$ cat src/rtl/vend_payout.sv
// Vending payout controller: drives the dispense motor and confirms the drop,
// or ejects refund coins one solenoid run at a time. Moore outputs from state.
module vend_payout #(
  parameter int MOTOR_CYCLES = 8,
  parameter int DROP_TIMEOUT = 16,
  parameter int KICK_CYCLES  = 4,
  parameter int GAP_CYCLES   = 4
) (
  input  logic       clk,
  input  logic       rst,
  input  logic       dispense,
  input  logic       money_return,
  input  logic [1:0] refund_coins,
  input  logic       item_sense,
  output logic       motor_on,
  output logic       hopper_kick,
  output logic       busy,
  output logic       vend_done,
  output logic       return_done,
  output logic       fault,
  output logic [2:0] st
);

  localparam int MAXP_A = (MOTOR_CYCLES > DROP_TIMEOUT) ? MOTOR_CYCLES : DROP_TIMEOUT;
  localparam int MAXP_B = (KICK_CYCLES > GAP_CYCLES) ? KICK_CYCLES : GAP_CYCLES;
  localparam int MAXP   = (MAXP_A > MAXP_B) ? MAXP_A : MAXP_B;
  localparam int CW     = $clog2(MAXP + 1);

  // Counter holds "cycles remaining after this one", so loads are N-1.
  localparam logic [CW-1:0] L_MOTOR = CW'(MOTOR_CYCLES - 1);
  localparam logic [CW-1:0] L_DROP  = CW'(DROP_TIMEOUT - 1);
  localparam logic [CW-1:0] L_KICK  = CW'(KICK_CYCLES - 1);
  localparam logic [CW-1:0] L_GAP   = CW'(GAP_CYCLES - 1);

  typedef enum logic [2:0] {
    S_IDLE   = 3'd0,
    S_MOTOR  = 3'd1,
    S_WAIT   = 3'd2,
    S_KICK   = 3'd3,
    S_GAP    = 3'd4,
    S_DONE_V = 3'd5,
    S_DONE_R = 3'd6,
    S_FAULT  = 3'd7
  } state_t;

  state_t        r_state;
  logic [CW-1:0] r_cnt;
  logic [1:0]    r_coins;
  logic          r_seen;
  logic          r_held;

  always_ff @(posedge clk) begin
    if (rst) begin
      r_state <= S_IDLE;
      r_cnt   <= '0;
      r_coins <= '0;
      r_seen  <= 1'b0;
      r_held  <= 1'b0;
    end else begin
      case (r_state)
        S_IDLE: begin
          r_held <= 1'b0;
          if (dispense) begin
            r_state <= S_MOTOR;
            r_cnt   <= L_MOTOR;
            r_seen  <= 1'b0;
          end else if (money_return) begin
            r_state <= S_KICK;
            r_cnt   <= L_KICK;
            r_coins <= (refund_coins == 2'd0) ? 2'd1 : refund_coins;
          end
        end
        S_MOTOR: begin
          if (item_sense) r_seen <= 1'b1;
          if (r_cnt == '0) begin
            if (r_seen || item_sense) begin
              r_state <= S_DONE_V;
              r_cnt   <= '0;
            end else begin
              r_state <= S_WAIT;
              r_cnt   <= L_DROP;
            end
          end else begin
            r_cnt <= r_cnt - 1'b1;
          end
        end
        S_WAIT: begin
          if (item_sense) begin
            r_state <= S_DONE_V;
            r_cnt   <= '0;
          end else if (r_cnt == '0) begin
            r_state <= S_FAULT;
            r_cnt   <= '0;
          end else begin
            r_cnt <= r_cnt - 1'b1;
          end
        end
        S_KICK: begin
          if (r_cnt == '0) begin
            r_coins <= r_coins - 1'b1;
            if (r_coins == 2'd1) begin
              r_state <= S_DONE_R;
              r_cnt   <= '0;
            end else begin
              r_state <= S_GAP;
              r_cnt   <= L_GAP;
            end
          end else begin
            r_cnt <= r_cnt - 1'b1;
          end
        end
        S_GAP: begin
          if (r_cnt == '0) begin
            r_state <= S_KICK;
            r_cnt   <= L_KICK;
          end else begin
            r_cnt <= r_cnt - 1'b1;
          end
        end
        S_DONE_V, S_DONE_R: begin
          // Hold here until both requests drop so a held level cannot re-trigger.
          r_held <= 1'b1;
          if (!dispense && !money_return) begin
            r_state <= S_IDLE;
            r_held  <= 1'b0;
            r_cnt   <= '0;
          end
        end
        S_FAULT: r_state <= S_FAULT;
        default: r_state <= S_IDLE;
      endcase
    end
  end

  assign motor_on    = (r_state == S_MOTOR);
  assign hopper_kick = (r_state == S_KICK);
  assign busy        = (r_state != S_IDLE);
  assign vend_done   = (r_state == S_DONE_V) && !r_held;
  assign return_done = (r_state == S_DONE_R) && !r_held;
  assign fault       = (r_state == S_FAULT);
  assign st          = r_state;

endmodule

$ cat config.mk
export PLATFORM = sky130hd
export DESIGN_NAME = vend_payout
export DESIGN_NICKNAME = d
export VERILOG_FILES = /design/src/rtl/vend_payout.sv
export SDC_FILE = /design/constraint.sdc
export NUM_CORES = 1
export LEC_CHECK = 0
export ABC_AREA = 1
export CAP_MARGIN = 20
export CORE_UTILIZATION = 60
export CTS_CLUSTER_DIAMETER = 100
export CTS_CLUSTER_SIZE = 20
export DETAILED_ROUTE_END_ITERATION = 16
export DONT_BUFFER_PORTS = 1
export PLACE_DENSITY = 0.73
export SYNTH_ARGS = -nofsm -noshare
export SYNTH_HDL_FRONTEND = slang
export SYNTH_SLANG_ARGS = --single-unit
export TNS_END_PERCENT = 5
$ cat constraint.sdc
create_clock -name clk -period 1.7 [get_ports clk]
set_input_delay 0.34 -clock clk [delete_from_list [all_inputs] [get_ports clk]]
set_output_delay 0.34 -clock clk [all_outputs]
set_load 0.03 [all_outputs]
# Word-level counts from Yosys, hierarchy flattened
# Cells that the tools add are included.
# word_totals
regBits	12
ramBits	0
word_cells	77
rom_bits	0
latchBits	0
inputBits	7
mem_count	0
out_inout_bits	9
# classes
div_mod_pow	0
addsub	2
reduce_logical	20
multipliers	0
n_lt_le_gt_ge	0
shift	0
n_bitwise	0
eq_ne	18
mux	32
# ops
cell	count
5-bit two-way mux	8
5-bit one-hot mux with 6 select lines	1
3-bit two-way mux	9
3-bit one-hot mux with 7 select lines	1
3-bit == test (second input constant)	4
2-bit two-way mux	6
2-bit != test (second input constant)	6
3-bit by 2-bit == test with 1-bit output (second input constant)	2
3-bit != test (second input constant)	2
3-bit AND reduction	2
6-bit AND reduction	1
2-bit nonzero test	3
6-bit nonzero test	1
5-bit zero test	1
5-bit by 1-bit subtractor with 5-bit output (second input constant)	1
4-bit two-way mux	1
2-bit by 1-bit != test with 1-bit output (second input constant)	2
1-bit one-hot mux with 2 select lines	2
2-bit one-hot mux with 2 select lines	1
4-bit AND reduction	1
3-bit by 1-bit == test with 1-bit output (second input constant)	1
1-bit logical AND	3
1-bit zero test	3
3-bit zero test	1
other kinds (7)	9

# Logic depth before layout (Yosys ltp)
# depth
depth_word	5
depth_mapped	11
ltp_nobuf	10

# Worst setup path before layout
# Ideal clock, no wire load.
# synth_path
path_kind	register -> register
from	register r_state[0] (netlist: st[0])
to	register r_state[0] (netlist: st[0])
required_time_ns	1.587
slack_ns	0.066
period_less_slack_ns	1.634
stages_incl_launch_ff	10
t_arrival_ns	1.521
path_buffers	0
path_cell_list	dfxtp_1 > nand2_1 > nor2_2 > nand2_2 > nand2_2 > nor2_4 > nand2_2 > nand2_1 > nand2_1 > nor2_1
# synth_lines
item	line	source
start, declared	46	state_t r_state;
start signal, assigned	54	r_state <= S_IDLE;
start signal, assigned	64	r_state <= S_MOTOR;
start signal, assigned	68	r_state <= S_KICK;
3-bit by 1-bit == test with 1-bit output *	n/a	
named net motor_on	15	output logic motor_on,
2-bit by 1-bit != test with 1-bit output (no source line)	n/a	
6-bit AND reduction (no source line)	n/a	
# Mark *: on every way through the listed nets, which the timed path passes. The rest lies on a longest branch.
# A chain may end at the register's enable or synchronous reset.

# Worst setup path after layout
# layout_path
from	register r_state[0] (netlist: st[0])
to	output port hopper_kick
# layout_between
elab_chain_len	1
# layout_rtl
item	line	source
3-bit by 2-bit == test with 1-bit output	136	assign hopper_kick = (r_state == S_KICK);
end, declared	16	output logic hopper_kick,
# Every way passes these cells.

==> impl_results.md <==
- Unrepaired setup endpoints after global routing: no
- Utilization after layout: 75.3%
- CP endpoint kind: output pin
- Area contributors post-synth: dfxtp_1, nand2_1, inv_1
- Area grow syn2layout: 12.4%
- Setup Buffers After CTS: 0
- Nets: 169
- Max-cap viol count: 0
- CTS tree: yes
- Die ar.: 1670 sq um
- TNS Setup: 0 ps
- H-tree levels: 1
- Final Instance Area: 1020 sq um
- Max-slew headroom: 77.4%
- PortBufs: 0
- Die X: 40.8 microns
- Final setup viols: 0
- Final GP Congestion: 0.829
- CTS Buffer Depth: 2
- Slew Viols, Final: 0
- Share of layout cells above drive strength 1: 21.4%
- Slew @ Worst Pin: 336 ps
- Post-DRT Antenna Nets: 0
- Fmax achieved: 615 MHz
- Via density: 5.67
- Syn_nets: 157
- First-pass GRT wire length: 2970 microns
- Worst vdd ir: 1230 uV
- Synth Area per Inst: 6.11 sq um
- Sequential area share after synthesis: 26.6%
- Critical Setup Path Class: reg -> out
- Min Clock Period, post-route: 1630 ps
- Status: finished clean
- Synth cell types: 21
- Drt pass-1 iters: 4
- Drt initial violations: 38
- CTS sink count: 12
- Avg WL per Cell: 12.3 microns
- Fin. Hold Viols: 0
- Cts bufs inserted: 3
- Largest net degree at the start of global routing: 12
- Die H: 40.8 microns
- GR Overflow Total: 0
- Root buffer cell: clkbuf_4
- Placed cell area: 972 sq um
- Drt total wl: 2150 microns
- Leakage Power: 0.536 nW
- CP arrival: 1290 ps
- DRC: 0
- Area leader, netlist: dfxtp_1
- Number of flops mapped to enable cells by yosys: 0
- Post-CTS sizing: 0
- I/O pin cnt: 16
- WP data required: 1360 ps
- Initial core utilization: 67.0%
- Most common cell in the netlist: nand2_1
- Mapped Area: 905 sq um
- GR Util All Layers: 27.8%
- Synth Instances: 148
- CP Max Fanout: 8
- YS warnings: 0
- Hold Crit Class: in -> reg
- # diodes: 0
- Core ar.: 1350 sq um
- Post-synth top flop: dfxtp_1
- Row cnt: 13
- Hold buffer count at cts: 0
- Post-DP HPWL: 1730 microns
- Synth cell count leaders: nand2_1, inv_1, nor2_1
- Top cell type's share of synthesized area: 26.6%
- Post-route clock period utilization: 95.6%
- Share of synthesized registers carrying an async set or reset: 0%
- Clk slew on worst S/H paths: 80 ps
- Worst-skew pair later-pin latency: 280 ps
- Power density cells: 2140 nW/um^2
- Antenna violations before repair: 0
- Vias in the first global route: 738
- Critical Path Start Type: register
- Skew final: 0.246 ps
- Routed via count: 987
- Yosys reg bits: 12
==> critical path: stages (launching register included) <==
cell and delay, ps:
dfxtp_1 490, nand3_2 200, inv_2 150, buf_4 170
==> cell usage in the layout (no fill, tap or decap) <==
cell type and instances:
nand2_2 6, clkbuf_8 1, xnor2_1 1, nor2_2 4, nand2_4 1, nor2_1 15, a21oi_2 1, nand3_4 1
or2_2 1, nand3_1 11, nand3_2 1, a21oi_1 13, o21ai_1 1, xor2_1 1, buf_4 8, inv_2 5
clkbuf_4 3, dfxtp_1 11, nand3b_1 2, dfxtp_2 1, nor2_4 1, o21ai_0 12, nand2_1 36, ha_1 2
nand4_1 2, inv_1 18
==> metrics by stage <==
stage / worst slack, ps / hold WS [ps] / power (W) / cells
floorplan: 66.3 / 409 / 0.00162 / 148
global placement: 215 / 413 / 0.00185 / 170
detailed placement: 174 / 415 / 0.00190 / 170
CTS: 26.9 / 117 / 0.00214 / 174
global route: 28.6 / 116 / 0.00237 / 174
finish: 74.5 / 114 / 0.00218 / 174
==> power breakdown <==
group	switching, W	total, W	internal, W
clock network	0.000106	0.000237	0.000130
logic	0.000938	0.00144	0.000501
registers	0.000119	0.000505	0.000386
total	0.00116	0.00218	0.00102
==> sequential cells by signal, summed over array words and instances (netlist names) <==
register and flops:
r_cnt 5, r_coins 2, r_held 1, r_seen 1, st 3
==> worst paths after layout <==
kind	startpoint	endpoint	slack (ps)	cells past startpoint
hold reg to reg	r_cnt[4]	r_cnt[4]	450	2
setup reg to reg	st[0]	r_cnt[1]	190	8
hold / removal	rst	r_coins[0]	110	1
setup / recovery	st[0]	hopper_kick	70	3
==> cells by family after synthesis <==
group	share of synthesized area, %
DFF	26.6
and+or+nand+nor	42.6
buffers and inverters	10.8
adders and majority gates	2.77
AOI/OAI and AO/OA	15.4
xor gates and xnor gates	1.94
==> per-layer routing <==
| layer | track usage, % | up-vias | part of all wire, % |
|---|---|---|---|
| met3 | 3.80 | 11 | 8.5 |
| met4 | 22.5 | 0 | 5.0 |
| li1 | - | 493 | - |
| met5 | 0 | - | 0 |
| met2 | 42.2 | 49 | 44 |
| met1 | 34.4 | 434 | 42 |
==> cell type report <==
class	count	area, sq um
clock buffers	4	36.3
fillers	112	333
inverters	23	86.3
multi-input cells	112	574
flip-flops and latches	12	241
well taps	15	18.8
repair buffers	8	60.1
Power figures use the tool's default switching activity.
